File: config.mk
export PLATFORM = sky130hd
export DESIGN_NAME = ex_stage
export DESIGN_NICKNAME = d
export VERILOG_FILES = /design/src/rtl/rv_pkg.sv /design/src/rtl/muldiv_iter.sv /design/src/rtl/ex_stage.sv
export SDC_FILE = /design/constraint.sdc
export NUM_CORES = 1
export LEC_CHECK = 0
export CORE_AREA = 2 2 209 211
export DETAILED_ROUTE_END_ITERATION = 10
export DIE_AREA = 0 0 211 213
export DONT_BUFFER_PORTS = 1
export PLACE_DENSITY_LB_ADDON = 0.12
export SKIP_LAST_GASP = 1
export SLEW_MARGIN = 20
export SYNTH_ARGS = -nofsm -noshare
export SYNTH_HDL_FRONTEND = slang
export SYNTH_SLANG_ARGS = --single-unit
File: constraint.sdc
create_clock -name clock -period 4.7 [get_ports clock]
set_input_delay 0.47 -clock clock [delete_from_list [all_inputs] [get_ports clock]]
set_output_delay 0.47 -clock clock [all_outputs]
set_load 0.02 [all_outputs]
File: src/rtl/rv_pkg.sv
// Shared definitions for the RV32I execute stage: ALUop and funct3 encodings,
// EX_ctrl bit positions, muldiv state enum and small datapath helpers.
package rv_pkg;

    localparam int unsigned XLEN    = 32;
    localparam int unsigned RADDR_W = 5;

    // ALUop encodings from the decoder
    localparam logic [1:0] AluOpAdd    = 2'b00;
    localparam logic [1:0] AluOpBranch = 2'b01;
    localparam logic [1:0] AluOpFunct  = 2'b10;

    // ALU funct3
    localparam logic [2:0] F3AddSub = 3'b000;
    localparam logic [2:0] F3Sll    = 3'b001;
    localparam logic [2:0] F3Slt    = 3'b010;
    localparam logic [2:0] F3Sltu   = 3'b011;
    localparam logic [2:0] F3Xor    = 3'b100;
    localparam logic [2:0] F3SrlSra = 3'b101;
    localparam logic [2:0] F3Or     = 3'b110;
    localparam logic [2:0] F3And    = 3'b111;

    // Branch funct3
    localparam logic [2:0] F3Beq  = 3'b000;
    localparam logic [2:0] F3Bne  = 3'b001;
    localparam logic [2:0] F3Blt  = 3'b100;
    localparam logic [2:0] F3Bge  = 3'b101;
    localparam logic [2:0] F3Bltu = 3'b110;
    localparam logic [2:0] F3Bgeu = 3'b111;

    // M-extension funct3
    localparam logic [2:0] F3Mul    = 3'b000;
    localparam logic [2:0] F3Mulh   = 3'b001;
    localparam logic [2:0] F3Mulhsu = 3'b010;
    localparam logic [2:0] F3Mulhu  = 3'b011;
    localparam logic [2:0] F3Div    = 3'b100;
    localparam logic [2:0] F3Divu   = 3'b101;
    localparam logic [2:0] F3Rem    = 3'b110;
    localparam logic [2:0] F3Remu   = 3'b111;

    // EX_ctrl = {Branch,MemRead,MemtoReg,MemWrite,ALUSrc,RegWrite,Jump,return,PCsel,ins30}
    localparam int unsigned CtrlBranch   = 9;
    localparam int unsigned CtrlMemRead  = 8;
    localparam int unsigned CtrlMemtoReg = 7;
    localparam int unsigned CtrlMemWrite = 6;
    localparam int unsigned CtrlAluSrc   = 5;
    localparam int unsigned CtrlRegWrite = 4;
    localparam int unsigned CtrlJump     = 3;
    localparam int unsigned CtrlReturn   = 2;
    localparam int unsigned CtrlPcSel    = 1;
    localparam int unsigned CtrlIns30    = 0;

    typedef enum logic [1:0] {
        MdIdle = 2'd0,
        MdBusy = 2'd1,
        MdDone = 2'd2
    } md_state_e;

    // MEM beats WB beats the register file; x0 never forwards.
    function automatic logic [XLEN-1:0] fwd_select(
        input logic [RADDR_W-1:0] rs,
        input logic [XLEN-1:0]    rf_data,
        input logic               mem_we,
        input logic [RADDR_W-1:0] mem_rd,
        input logic [XLEN-1:0]    mem_data,
        input logic               wb_we,
        input logic [RADDR_W-1:0] wb_rd,
        input logic [XLEN-1:0]    wb_data
    );
        if (mem_we && (mem_rd != '0) && (mem_rd == rs)) begin
            return mem_data;
        end else if (wb_we && (wb_rd != '0) && (wb_rd == rs)) begin
            return wb_data;
        end
        return rf_data;
    endfunction

    // Two's-complement magnitude when neg is set.
    function automatic logic [XLEN-1:0] abs_if(input logic [XLEN-1:0] v, input logic neg);
        return neg ? (~v + 1'b1) : v;
    endfunction

endpackage

File: src/rtl/muldiv_iter.sv
// Iterative M-extension unit: radix-2 shift-add multiply and restoring divide on
// operand magnitudes, signs fixed up when the result is presented in DONE.
module muldiv_iter
    import rv_pkg::*;
(
    input  logic            clk_i,
    input  logic            rst_ni,
    input  logic            start_i,
    input  logic [2:0]      op_i,
    input  logic [XLEN-1:0] a_i,
    input  logic [XLEN-1:0] b_i,
    output logic            stall_o,
    output logic            done_o,
    output logic [XLEN-1:0] result_o
);

    md_state_e       state_q, state_d;
    logic [4:0]      cnt_q, cnt_d;
    logic [2:0]      op_q, op_d;
    logic [XLEN-1:0] hi_q, hi_d;       // product high / partial remainder
    logic [XLEN-1:0] lo_q, lo_d;       // product low / quotient (dividend shifts out)
    logic [XLEN-1:0] mcand_q, mcand_d; // multiplicand or divisor magnitude
    logic            neg_q, neg_d;     // product / quotient must be negated
    logic            nega_q, nega_d;   // remainder must be negated
    logic            divz_q, divz_d;
    logic [XLEN-1:0] dvd_q, dvd_d;     // original dividend for the divide-by-zero remainder

    logic            a_sgn, b_sgn, neg_a, neg_b;
    logic [XLEN:0]   mul_sum, rem_shift;
    logic [XLEN-1:0] rem_sub;
    logic            rem_ge;
    logic [2*XLEN-1:0] prod, prod_s;
    logic [XLEN-1:0] quo, rem;

    assign a_sgn = (op_i == F3Mulh) || (op_i == F3Mulhsu) || (op_i == F3Div) || (op_i == F3Rem);
    assign b_sgn = (op_i == F3Mulh) || (op_i == F3Div) || (op_i == F3Rem);
    assign neg_a = a_sgn & a_i[XLEN-1];
    assign neg_b = b_sgn & b_i[XLEN-1];

    assign mul_sum   = {1'b0, hi_q} + (lo_q[0] ? {1'b0, mcand_q} : '0);
    assign rem_shift = {hi_q, lo_q[XLEN-1]};
    assign rem_ge    = rem_shift >= {1'b0, mcand_q};
    assign rem_sub   = rem_shift[XLEN-1:0] - mcand_q;

    // Control FSM plus one multiply or divide step per BUSY cycle.
    always_comb begin
        state_d = state_q;
        cnt_d   = cnt_q;
        op_d    = op_q;
        hi_d    = hi_q;
        lo_d    = lo_q;
        mcand_d = mcand_q;
        neg_d   = neg_q;
        nega_d  = nega_q;
        divz_d  = divz_q;
        dvd_d   = dvd_q;
        stall_o = 1'b0;
        done_o  = 1'b0;
        unique case (state_q)
            MdIdle: begin
                if (start_i) begin
                    stall_o = 1'b1;
                    state_d = MdBusy;
                    cnt_d   = '0;
                    op_d    = op_i;
                    hi_d    = '0;
                    lo_d    = abs_if(a_i, neg_a);
                    mcand_d = abs_if(b_i, neg_b);
                    neg_d   = neg_a ^ neg_b;
                    nega_d  = neg_a;
                    divz_d  = (b_i == '0);
                    dvd_d   = a_i;
                end
            end
            MdBusy: begin
                stall_o = 1'b1;
                if (op_q[2]) begin
                    hi_d = rem_ge ? rem_sub : rem_shift[XLEN-1:0];
                    lo_d = {lo_q[XLEN-2:0], rem_ge};
                end else begin
                    hi_d = mul_sum[XLEN:1];
                    lo_d = {mul_sum[0], lo_q[XLEN-1:1]};
                end
                cnt_d = cnt_q + 5'd1;
                if (cnt_q == 5'd31) begin
                    state_d = MdDone;
                end
            end
            MdDone: begin
                done_o  = 1'b1;
                state_d = MdIdle;
            end
            default: state_d = MdIdle;
        endcase
    end

    assign prod   = {hi_q, lo_q};
    assign prod_s = neg_q ? (~prod + 1'b1) : prod;
    assign quo    = neg_q ? (~lo_q + 1'b1) : lo_q;
    assign rem    = nega_q ? (~hi_q + 1'b1) : hi_q;

    // Signed fix-up and divide-by-zero handling of the finished iteration.
    always_comb begin
        result_o = '0;
        unique case (op_q)
            F3Mul:                       result_o = prod_s[XLEN-1:0];
            F3Mulh, F3Mulhsu, F3Mulhu:   result_o = prod_s[2*XLEN-1:XLEN];
            F3Div, F3Divu:               result_o = divz_q ? '1 : quo;
            F3Rem, F3Remu:               result_o = divz_q ? dvd_q : rem;
            default:                     result_o = '0;
        endcase
    end

    // State and datapath registers; reset aborts any operation in flight.
    always_ff @(posedge clk_i or negedge rst_ni) begin
        if (!rst_ni) begin
            state_q <= MdIdle;
            cnt_q   <= '0;
            op_q    <= '0;
            hi_q    <= '0;
            lo_q    <= '0;
            mcand_q <= '0;
            neg_q   <= 1'b0;
            nega_q  <= 1'b0;
            divz_q  <= 1'b0;
            dvd_q   <= '0;
        end else begin
            state_q <= state_d;
            cnt_q   <= cnt_d;
            op_q    <= op_d;
            hi_q    <= hi_d;
            lo_q    <= lo_d;
            mcand_q <= mcand_d;
            neg_q   <= neg_d;
            nega_q  <= nega_d;
            divz_q  <= divz_d;
            dvd_q   <= dvd_d;
        end
    end

endmodule

File: src/rtl/ex_stage.sv
// RV32I execute stage: operand forwarding, ALU, branch/jump resolution and the
// EX/MEM pipeline register. Define RV_MULDIV_EN to add the iterative M-extension unit.
module ex_stage
    import rv_pkg::*;
(
    input  logic               clock,
    input  logic               reset_n,
    input  logic [9:0]         EX_ctrl,
    input  logic [1:0]         EX_ALUop,
    input  logic [2:0]         EX_funct3,
    input  logic               EX_ins25,
    input  logic [XLEN-1:0]    EX_PC,
    input  logic [XLEN-1:0]    EX_PC_4,
    input  logic [XLEN-1:0]    EX_readdata1,
    input  logic [XLEN-1:0]    EX_readdata2,
    input  logic [XLEN-1:0]    EX_immediate,
    input  logic [RADDR_W-1:0] EX_rs1,
    input  logic [RADDR_W-1:0] EX_rs2,
    input  logic [RADDR_W-1:0] EX_rd,
    input  logic [RADDR_W-1:0] fwd_mem_rd,
    input  logic [RADDR_W-1:0] fwd_wb_rd,
    input  logic               fwd_mem_we,
    input  logic               fwd_wb_we,
    input  logic [XLEN-1:0]    fwd_mem_data,
    input  logic [XLEN-1:0]    fwd_wb_data,
    output logic               MEM_MemRead,
    output logic               MEM_MemWrite,
    output logic               MEM_MemtoReg,
    output logic               MEM_RegWrite,
    output logic [2:0]         MEM_funct3,
    output logic [XLEN-1:0]    MEM_ALUresult,
    output logic [XLEN-1:0]    MEM_writedata,
    output logic [RADDR_W-1:0] MEM_rd,
    output logic               pc_redirect,
    output logic [XLEN-1:0]    pc_target,
    output logic               stall
);

    logic branch, mem_read, mem_to_reg, mem_write, alu_src, reg_write;
    logic jump, ret, pc_sel, ins30;

    assign branch     = EX_ctrl[CtrlBranch];
    assign mem_read   = EX_ctrl[CtrlMemRead];
    assign mem_to_reg = EX_ctrl[CtrlMemtoReg];
    assign mem_write  = EX_ctrl[CtrlMemWrite];
    assign alu_src    = EX_ctrl[CtrlAluSrc];
    assign reg_write  = EX_ctrl[CtrlRegWrite];
    assign jump       = EX_ctrl[CtrlJump];
    assign ret        = EX_ctrl[CtrlReturn];
    assign pc_sel     = EX_ctrl[CtrlPcSel];
    assign ins30      = EX_ctrl[CtrlIns30];

    logic [XLEN-1:0] fwd_a, fwd_b, op_a, op_b, alu_result, ex_result;
    logic [4:0]      shamt;
    logic            br_taken;

    assign fwd_a = fwd_select(EX_rs1, EX_readdata1, fwd_mem_we, fwd_mem_rd, fwd_mem_data,
                              fwd_wb_we, fwd_wb_rd, fwd_wb_data);
    assign fwd_b = fwd_select(EX_rs2, EX_readdata2, fwd_mem_we, fwd_mem_rd, fwd_mem_data,
                              fwd_wb_we, fwd_wb_rd, fwd_wb_data);
    assign op_a  = pc_sel ? EX_PC : fwd_a;
    assign op_b  = alu_src ? EX_immediate : fwd_b;
    assign shamt = op_b[4:0];

    // Base ALU; immediate forms never subtract (ADDI shares funct3 with SUB).
    always_comb begin
        alu_result = '0;
        unique case (EX_ALUop)
            AluOpAdd:    alu_result = op_a + op_b;
            AluOpBranch: alu_result = op_a - op_b;
            AluOpFunct: begin
                unique case (EX_funct3)
                    F3AddSub: alu_result = (ins30 && !alu_src) ? (op_a - op_b) : (op_a + op_b);
                    F3Sll:    alu_result = op_a << shamt;
                    F3Slt:    alu_result = {{(XLEN-1){1'b0}}, $signed(op_a) < $signed(op_b)};
                    F3Sltu:   alu_result = {{(XLEN-1){1'b0}}, op_a < op_b};
                    F3Xor:    alu_result = op_a ^ op_b;
                    F3SrlSra: alu_result = ins30 ? XLEN'($signed(op_a) >>> shamt) : (op_a >> shamt);
                    F3Or:     alu_result = op_a | op_b;
                    F3And:    alu_result = op_a & op_b;
                    default:  alu_result = '0;
                endcase
            end
            default:     alu_result = op_a + op_b;
        endcase
    end

    // Branch condition on the forwarded register values.
    always_comb begin
        br_taken = 1'b0;
        case (EX_funct3)
            F3Beq:   br_taken = (fwd_a == fwd_b);
            F3Bne:   br_taken = (fwd_a != fwd_b);
            F3Blt:   br_taken = ($signed(fwd_a) < $signed(fwd_b));
            F3Bge:   br_taken = ($signed(fwd_a) >= $signed(fwd_b));
            F3Bltu:  br_taken = (fwd_a < fwd_b);
            F3Bgeu:  br_taken = (fwd_a >= fwd_b);
            default: br_taken = 1'b0;
        endcase
    end

`ifdef RV_MULDIV_EN
    logic            is_mop, md_stall, md_done;
    logic [XLEN-1:0] md_result;

    assign is_mop = (EX_ALUop == AluOpFunct) && !alu_src && EX_ins25;

    muldiv_iter u_muldiv (
        .clk_i    (clock),
        .rst_ni   (reset_n),
        .start_i  (is_mop),
        .op_i     (EX_funct3),
        .a_i      (fwd_a),
        .b_i      (fwd_b),
        .stall_o  (md_stall),
        .done_o   (md_done),
        .result_o (md_result)
    );

    // FSM leaves IDLE only via a clock edge, so gate the combinational IDLE stall in reset.
    assign stall     = md_stall & reset_n;
    assign ex_result = md_done ? md_result : alu_result;
`else
    logic unused_ins25;
    assign unused_ins25 = EX_ins25;
    assign stall        = 1'b0;
    assign ex_result    = alu_result;
`endif

    assign pc_redirect = reset_n & ~stall & ((branch & br_taken) | jump | ret);
    assign pc_target   = ret ? ((fwd_a + EX_immediate) & ~XLEN'(1)) : (EX_PC + EX_immediate);

    logic               mem_read_q, mem_read_d;
    logic               mem_write_q, mem_write_d;
    logic               mem_to_reg_q, mem_to_reg_d;
    logic               reg_write_q, reg_write_d;
    logic [2:0]         funct3_q, funct3_d;
    logic [XLEN-1:0]    alu_res_q, alu_res_d;
    logic [XLEN-1:0]    wdata_q, wdata_d;
    logic [RADDR_W-1:0] rd_q, rd_d;

    // EX/MEM next state: a stall inserts a bubble and holds the data fields.
    always_comb begin
        mem_read_d   = 1'b0;
        mem_write_d  = 1'b0;
        mem_to_reg_d = 1'b0;
        reg_write_d  = 1'b0;
        funct3_d     = funct3_q;
        alu_res_d    = alu_res_q;
        wdata_d      = wdata_q;
        rd_d         = rd_q;
        if (!stall) begin
            mem_read_d   = mem_read;
            mem_write_d  = mem_write;
            mem_to_reg_d = mem_to_reg;
            reg_write_d  = reg_write;
            funct3_d     = EX_funct3;
            alu_res_d    = (jump || ret) ? EX_PC_4 : ex_result;
            wdata_d      = fwd_b;
            rd_d         = EX_rd;
        end
    end

    // EX/MEM pipeline register.
    always_ff @(posedge clock or negedge reset_n) begin
        if (!reset_n) begin
            mem_read_q   <= 1'b0;
            mem_write_q  <= 1'b0;
            mem_to_reg_q <= 1'b0;
            reg_write_q  <= 1'b0;
            funct3_q     <= '0;
            alu_res_q    <= '0;
            wdata_q      <= '0;
            rd_q         <= '0;
        end else begin
            mem_read_q   <= mem_read_d;
            mem_write_q  <= mem_write_d;
            mem_to_reg_q <= mem_to_reg_d;
            reg_write_q  <= reg_write_d;
            funct3_q     <= funct3_d;
            alu_res_q    <= alu_res_d;
            wdata_q      <= wdata_d;
            rd_q         <= rd_d;
        end
    end

    assign MEM_MemRead   = mem_read_q;
    assign MEM_MemWrite  = mem_write_q;
    assign MEM_MemtoReg  = mem_to_reg_q;
    assign MEM_RegWrite  = reg_write_q;
    assign MEM_funct3    = funct3_q;
    assign MEM_ALUresult = alu_res_q;
    assign MEM_writedata = wdata_q;
    assign MEM_rd        = rd_q;

endmodule

# After elaboration in Yosys (flattened, before gate mapping)
# Cells that the tools add are included.
[word_totals]
regBits = 76
elab_cells = 74
[op_classes]
n_shift = 3
order_cmp = 6
eq_ne = 15
bitwise = 7
reduce_logical = 12
add_sub_neg = 4
muxes = 19
[ops]
columns = ["op", "count"]
rows = [
  ["$mux 32", 12],
  ["$pmux 32 s8", 1],
  ["$lt 32x32->1", 4],
  ["$add 32x32->32", 3],
  ["$ge 32x32->1", 2],
  ["$pmux 32 s2", 1],
  ["$and 32x32->32", 1],
  ["$eq 32x32->1", 1],
  ["$ne 32x32->1", 1],
  ["$or 32x32->32", 1],
  ["$shl 32x5->32", 1],
  ["$shr 32x5->32", 1],
  ["$sshr 32x5->32", 1],
  ["$sub 32x32->32", 1],
  ["$xor 32x32->32", 1],
  ["$eq 5x5->1", 4],
  ["$eq 3x3->1 const B", 4],
  ["$reduce_bool 5->1", 2],
  ["$logic_and 1x1->1", 7],
  ["$eq 3x2->1 const B", 2],
  ["$pmux 1 s6", 1],
  ["$mux 1", 4],
  ["$eq 3x1->1 const B", 1],
  ["$logic_not 3->1", 1],
  ["6 further kinds", 8],
]

# Depth between registers and ports, before layout
[logic_depth]
word_depth = 12
mapped_depth = 25

# Least setup slack after synthesis
# OpenSTA, ideal clock, no wires.
[synth_timing]
path_kind = "in2reg"
startpoint = "input fwd_mem_rd[0]"
endpoint = "register alu_res_q[29], in the netlist MEM_ALUresult[29]"
path_buffers = 4
setup_ns = 0.122
path_slack_ns = -0.983
path_stages = 24
arrival_ns = 5.562
path_cell_list = "or4_4 -> o211a_1 -> nand3_1 -> a31o_2 -> inv_1 -> mux2i_1 -> clkbuf_1 -> clkbuf_1 -> buf_2 -> buf_2 -> ha_1 -> nand2b_1 -> a21oi_1 -> o21ai_0 -> a311oi_1 -> o21a_1 -> nor3_1 -> o31ai_1 -> a21oi_1 -> o21ai_0 -> a21bo_2 -> o211ai_1 -> a21o_1 -> a32o_1"
[synth_via]
elab_chain_len = 11
word_cells_on_any_way = 27
[synth_rtl]
columns = ["item", "line_no", "rtl"]
rows = [
  ["start: declaration", "ex_stage.sv:20", "input logic [RADDR_W-1:0] fwd_mem_rd,"],
  ["$reduce_bool 5->1", "rv_pkg.sv:70", "if (mem_we && (mem_rd != '0) && (mem_rd == rs)) begin"],
  ["$logic_and 1x1->1", "rv_pkg.sv:70", ""],
  ["$logic_and 1x1->1 (*)", "rv_pkg.sv:70", ""],
  ["$mux 32 or $mux 1 (tied branches)", "rv_pkg.sv:70", ""],
  ["$mux 32 (*)", "rv_pkg.sv:75", "return rf_data;"],
  ["via fwd_b[1]", "ex_stage.sv:53", "logic [XLEN-1:0] fwd_a, fwd_b, op_a, op_b, alu_result, ex_result;"],
  ["$mux 32 (*)", "ex_stage.sv:62", "assign op_b = alu_src ? EX_immediate : fwd_b;"],
  ["$add 32x32->32, or another cell as far along", "ex_stage.sv:69, ex_stage.sv:73, ex_stage.sv:84", ""],
  ["$mux 32, on equally long branches", "ex_stage.sv:73, ex_stage.sv:78", ""],
  ["$pmux 32 s8", "ex_stage.sv:72", "unique case (EX_funct3)"],
  ["$pmux 32 s2 (*)", "ex_stage.sv:68", "unique case (EX_ALUop)"],
  ["$mux 32 (*)", "ex_stage.sv:158", "alu_res_d = (jump || ret) ? EX_PC_4 : ex_result;"],
  ["via alu_res_d[29]", "ex_stage.sv:138", "logic [XLEN-1:0] alu_res_q, alu_res_d;"],
  ["end signal: assignment", "ex_stage.sv:181", "alu_res_q <= alu_res_d;"],
  ["end: declaration", "ex_stage.sv:138", ""],
]
# Mark *: on every way through the listed nets, which the timed path passes. The rest lies on a longest branch.

# Worst setup path after layout
[layout_timing]
startpoint = "input fwd_mem_rd[0]"
endpoint = "output pc_target[31]"
[layout_via]
elab_chain_len = 7
word_cells_on_any_way = 9
[layout_rtl]
columns = ["item", "line_no", "rtl"]
rows = [
  ["$reduce_bool 5->1", "rv_pkg.sv:70", ""],
  ["$logic_and 1x1->1", "rv_pkg.sv:70", ""],
  ["$logic_and 1x1->1 (*)", "rv_pkg.sv:70", ""],
  ["$mux 32 or $mux 1 (tied branches)", "rv_pkg.sv:70", ""],
  ["$mux 32 (*)", "rv_pkg.sv:75", ""],
  ["$add 32x32->32 (*)", "ex_stage.sv:131", "assign pc_target = ret ? ((fwd_a + EX_immediate) & ~XLEN'(1)) : (EX_PC + EX_immediate);"],
  ["$mux 32 (*)", "ex_stage.sv:131", ""],
  ["end: declaration", "ex_stage.sv:35", "output logic [XLEN-1:0] pc_target,"],
]
# Mark *: on every way between the ends. The rest lies on a longest branch, timed or not.

==> impl_metrics.json <==
{
  "power_density_nw_per_um2": 246,
  "synth_area_leaders": "ha_1 13%, dfrtp_1 10%, mux2i_1 7.3%, o21ai_0 7.3%, a21oi_1 6.7%",
  "grt_pass1_wl_mm": 160,
  "regArea_um2": 1900,
  "drive_gt1_frac": 0.386,
  "synthMuxAreaShare": 0.126,
  "cts_buffers": 9,
  "netlist_area_um2": 18500,
  "worst_hold_path_type": "input port to register",
  "synth_cells": 2625,
  "cts.sinks": 76,
  "cts_tree": "yes",
  "p_int_uw": 3520,
  "synth_compound_area_frac": 0.321,
  "fill_cells": 3654,
  "initial_utilization": 0.434,
  "yosysTopAreaCellShare": 0.128,
  "slew_viol_final": 0,
  "overflow": 0,
  "worstSetupStartpointType": "input port",
  "synth-edff-count": 0,
  "final_util": 0.655,
  "drtIter0Drc": 2963,
  "synth_top_area_cell": "ha_1",
  "die_h_um": 213,
  "rsz0062_at_grt": "yes",
  "grt_pass1_vias": 24300,
  "core_um2": 42700,
  "worstPathArrival_ns": 4.84,
  "synth_top_family_by_area": "compound AO/OA/AOI/OAI gates",
  "num_vias": 25500,
  "p_seq_frac": 0.120,
  "dieWidth_um": 211,
  "required_ns": 4.23,
  "synth_ff_type": "dfrtp_1",
  "grtUsageTotal": 0.485,
  "syn_to_final_growth_pct": 50.8,
  "setup_violations": 37,
  "status": "finished with violations",
  "switching_share": 0.489,
  "ys_ff_latch": 76,
  "cap_violations": 0,
  "yosysUniqueCellTypes": 91,
  "peakVddDrop_uv": 166,
  "die-area_um2": 44900,
  "synth-adder-area-share": 0.132,
  "violations": "setup timing",
  "clkPwrFrac": 0.124,
  "cts_root_buf": "clkbuf_16",
  "syn_avg_cell_area_um2": 7.06,
  "relSlewSlack": 0.267,
  "critical_path_class": "input port to primary output",
  "dr.pass1.iters": 7,
  "wl_per_cell_um": 29.5,
  "multi_input_area_um2": 17700,
  "final_nets": 3783,
  "routabilityCongestion": 1.06,
  "synth_nets": 3087,
  "vias_per_cell": 6.58,
  "hold_viol": 0,
  "ys_async_sr_fraction": 1.00,
  "synthXorXnorAreaFrac": 0.0638,
  "endpoint_kind": "primary output",
  "routed_wl_mm": 114,
  "dp_hpwl_mm": 89.0,
  "path_max_fanout": 5,
  "crit_path_end": "pc_target[31]",
  "switching_power_uw": 3370,
  "ant_nets": 0,
  "tns_ns": -11.04,
  "fin_area_um2": 28000,
  "cts.reportedPaths.clkPinSlew_ns": 0.06,
  "synth_common_cells": "270 x o21ai_0, 251 x nand2_1, 249 x a21oi_1",
  "seq_area_frac_synth": 0.103,
  "yosys.cell_count.top_type": "o21ai_0",
  "antenna_found_initial": 10,
  "drc": 0,
  "io_buffers": 0,
  "leakage_uw": 0.0124,
  "worst_slew_pin_slew_ns": 1.10,
  "clk_path_buf_depth": 2,
  "fin_crit_sh": 1.13,
  "period_minus_slack_ns": 5.31,
  "dpl-instance-area_um2": 24500,
  "htree_levels": 3,
  "grt_max_degree": 81,
  "critPathLaunch": "fwd_mem_rd[0]",
  "max_freq_mhz": 188,
  "share_comb_of_total_power": 0.757,
  "yosysWarnings": 0,
  "fin_ws_ns": -0.612,
  "pin_count": 379,
  "yosys.area_share.simple": 0.187,
  "rows": 76
}
[cell usage in the layout (no fill, tap or decap), types with 29 or more instances in the layout]
cell	count
a211oi_1	29
a21o_1	48
a21oi_1	200
a21oi_2	43
a31oi_1	33
buf_4	796
buf_6	40
dfrtp_1	76
ha_1	163
inv_1	131
mux2_2	29
mux2i_1	113
nand2_1	247
nand3_1	62
nor2_1	206
nor3_1	43
o21ai_0	181
o21ai_1	49
o21ai_2	35
xnor2_1	83
xor2_1	35
[power groups by stage]
stage	Combinational (uW)	Sequential, uW	Clock [uW]
floorplan	2310	823	0
global placement	4240	839	0
detailed placement	4300	838	0
CTS	4600	827	845
global route	5410	832	869
finish	5210	825	852
[cell type report]
class,count,area share
Antenna cell,4,0.000358
Clock buffer,9,0.00806
Clock inverter,6,0.00318
Inverter,152,0.0208
Multi-Input combinational cell,2226,0.632
Sequential cell,76,0.0680
Tap cell,546,0.0244
Timing Repair Buffer,856,0.243
[logic make-up after synthesis]
group | count (synthesis)
other | 1
buffers and inverters | 323
xor gates and xnor gates | 135
muxes | 195
DFF | 76
adders and majority gates | 193
and+or+nand+nor | 758
AOI/OAI and AO/OA | 944
[sequential cells by signal (all words and copies together), names as in the netlist]
register and cells:
MEM_funct3 3, MEM_RegWrite 1, MEM_ALUresult 32, MEM_MemtoReg 1
MEM_MemRead 1, MEM_rd 5, MEM_writedata 32, MEM_MemWrite 1
[worst min path at each step]
stage / from / to / depth (start not counted)
global route: EX_rd[1] / MEM_rd[1] / 0
global placement: reset_n / MEM_ALUresult[2] / 0
CTS: EX_rd[1] / MEM_rd[1] / 0
floorplan: reset_n / MEM_ALUresult[0] / 0
finish: EX_ctrl[6] / MEM_MemWrite / 0
detailed placement: reset_n / MEM_rd[3] / 0
[critical path: stages]
cell and delay (ns):
or4_4 0.53, o211ai_1 0.20, buf_4 0.17, buf_4 0.12, buf_6 0.13, nor3_1 0.07
a31oi_2 0.16, buf_4 0.14, buf_4 0.09, ha_1 0.23, a21o_1 0.19, buf_4 0.13
nand2b_4 0.14, nor2_4 0.09, nand2_2 0.08, a211oi_4 0.32, o31a_1 0.31, o211ai_1 0.19
a21oi_2 0.19, o21ai_2 0.09, a21oi_2 0.15, xnor2_1 0.18, a21oi_2 0.12, xnor2_2 0.17
buf_4 0.16
[stage by stage]
stage	cells	setup slack (ns)	hold WS, ns	total power, uW
global placement	3739	-1.07	0.176	5070
CTS	3822	-0.505	0.0895	6270
global route	3872	-0.693	0.0945	7110
finish	3875	-0.612	0.0965	6890
detailed placement	3740	-1.17	0.176	5140
floorplan	2625	-0.282	0.174	3130
[routing by layer]
layer | vias up | wire (um) | global-route usage | part of all wire
met5 | - | 62 | 0 | 0.00054
li1 | 11000 | - | - | -
met1 | 12100 | 42900 | 0.596 | 0.38
met2 | 1883 | 49100 | 0.737 | 0.43
met3 | 476 | 13600 | 0.156 | 0.12
met4 | 10 | 8370 | 0.295 | 0.073
[timing repair]
item / 4_1_cts / 5_1_grt
resized for setup: 173 / 302
hold buffers: 2 / 0
setup endpoints to repair: 43 / 45
endpoints found under the hold margin: 76 / 0
cloned: 1 / 1
pin swaps: 113 / 179
buffers inserted: 69 / 56
(Power assumes the default switching activity.)
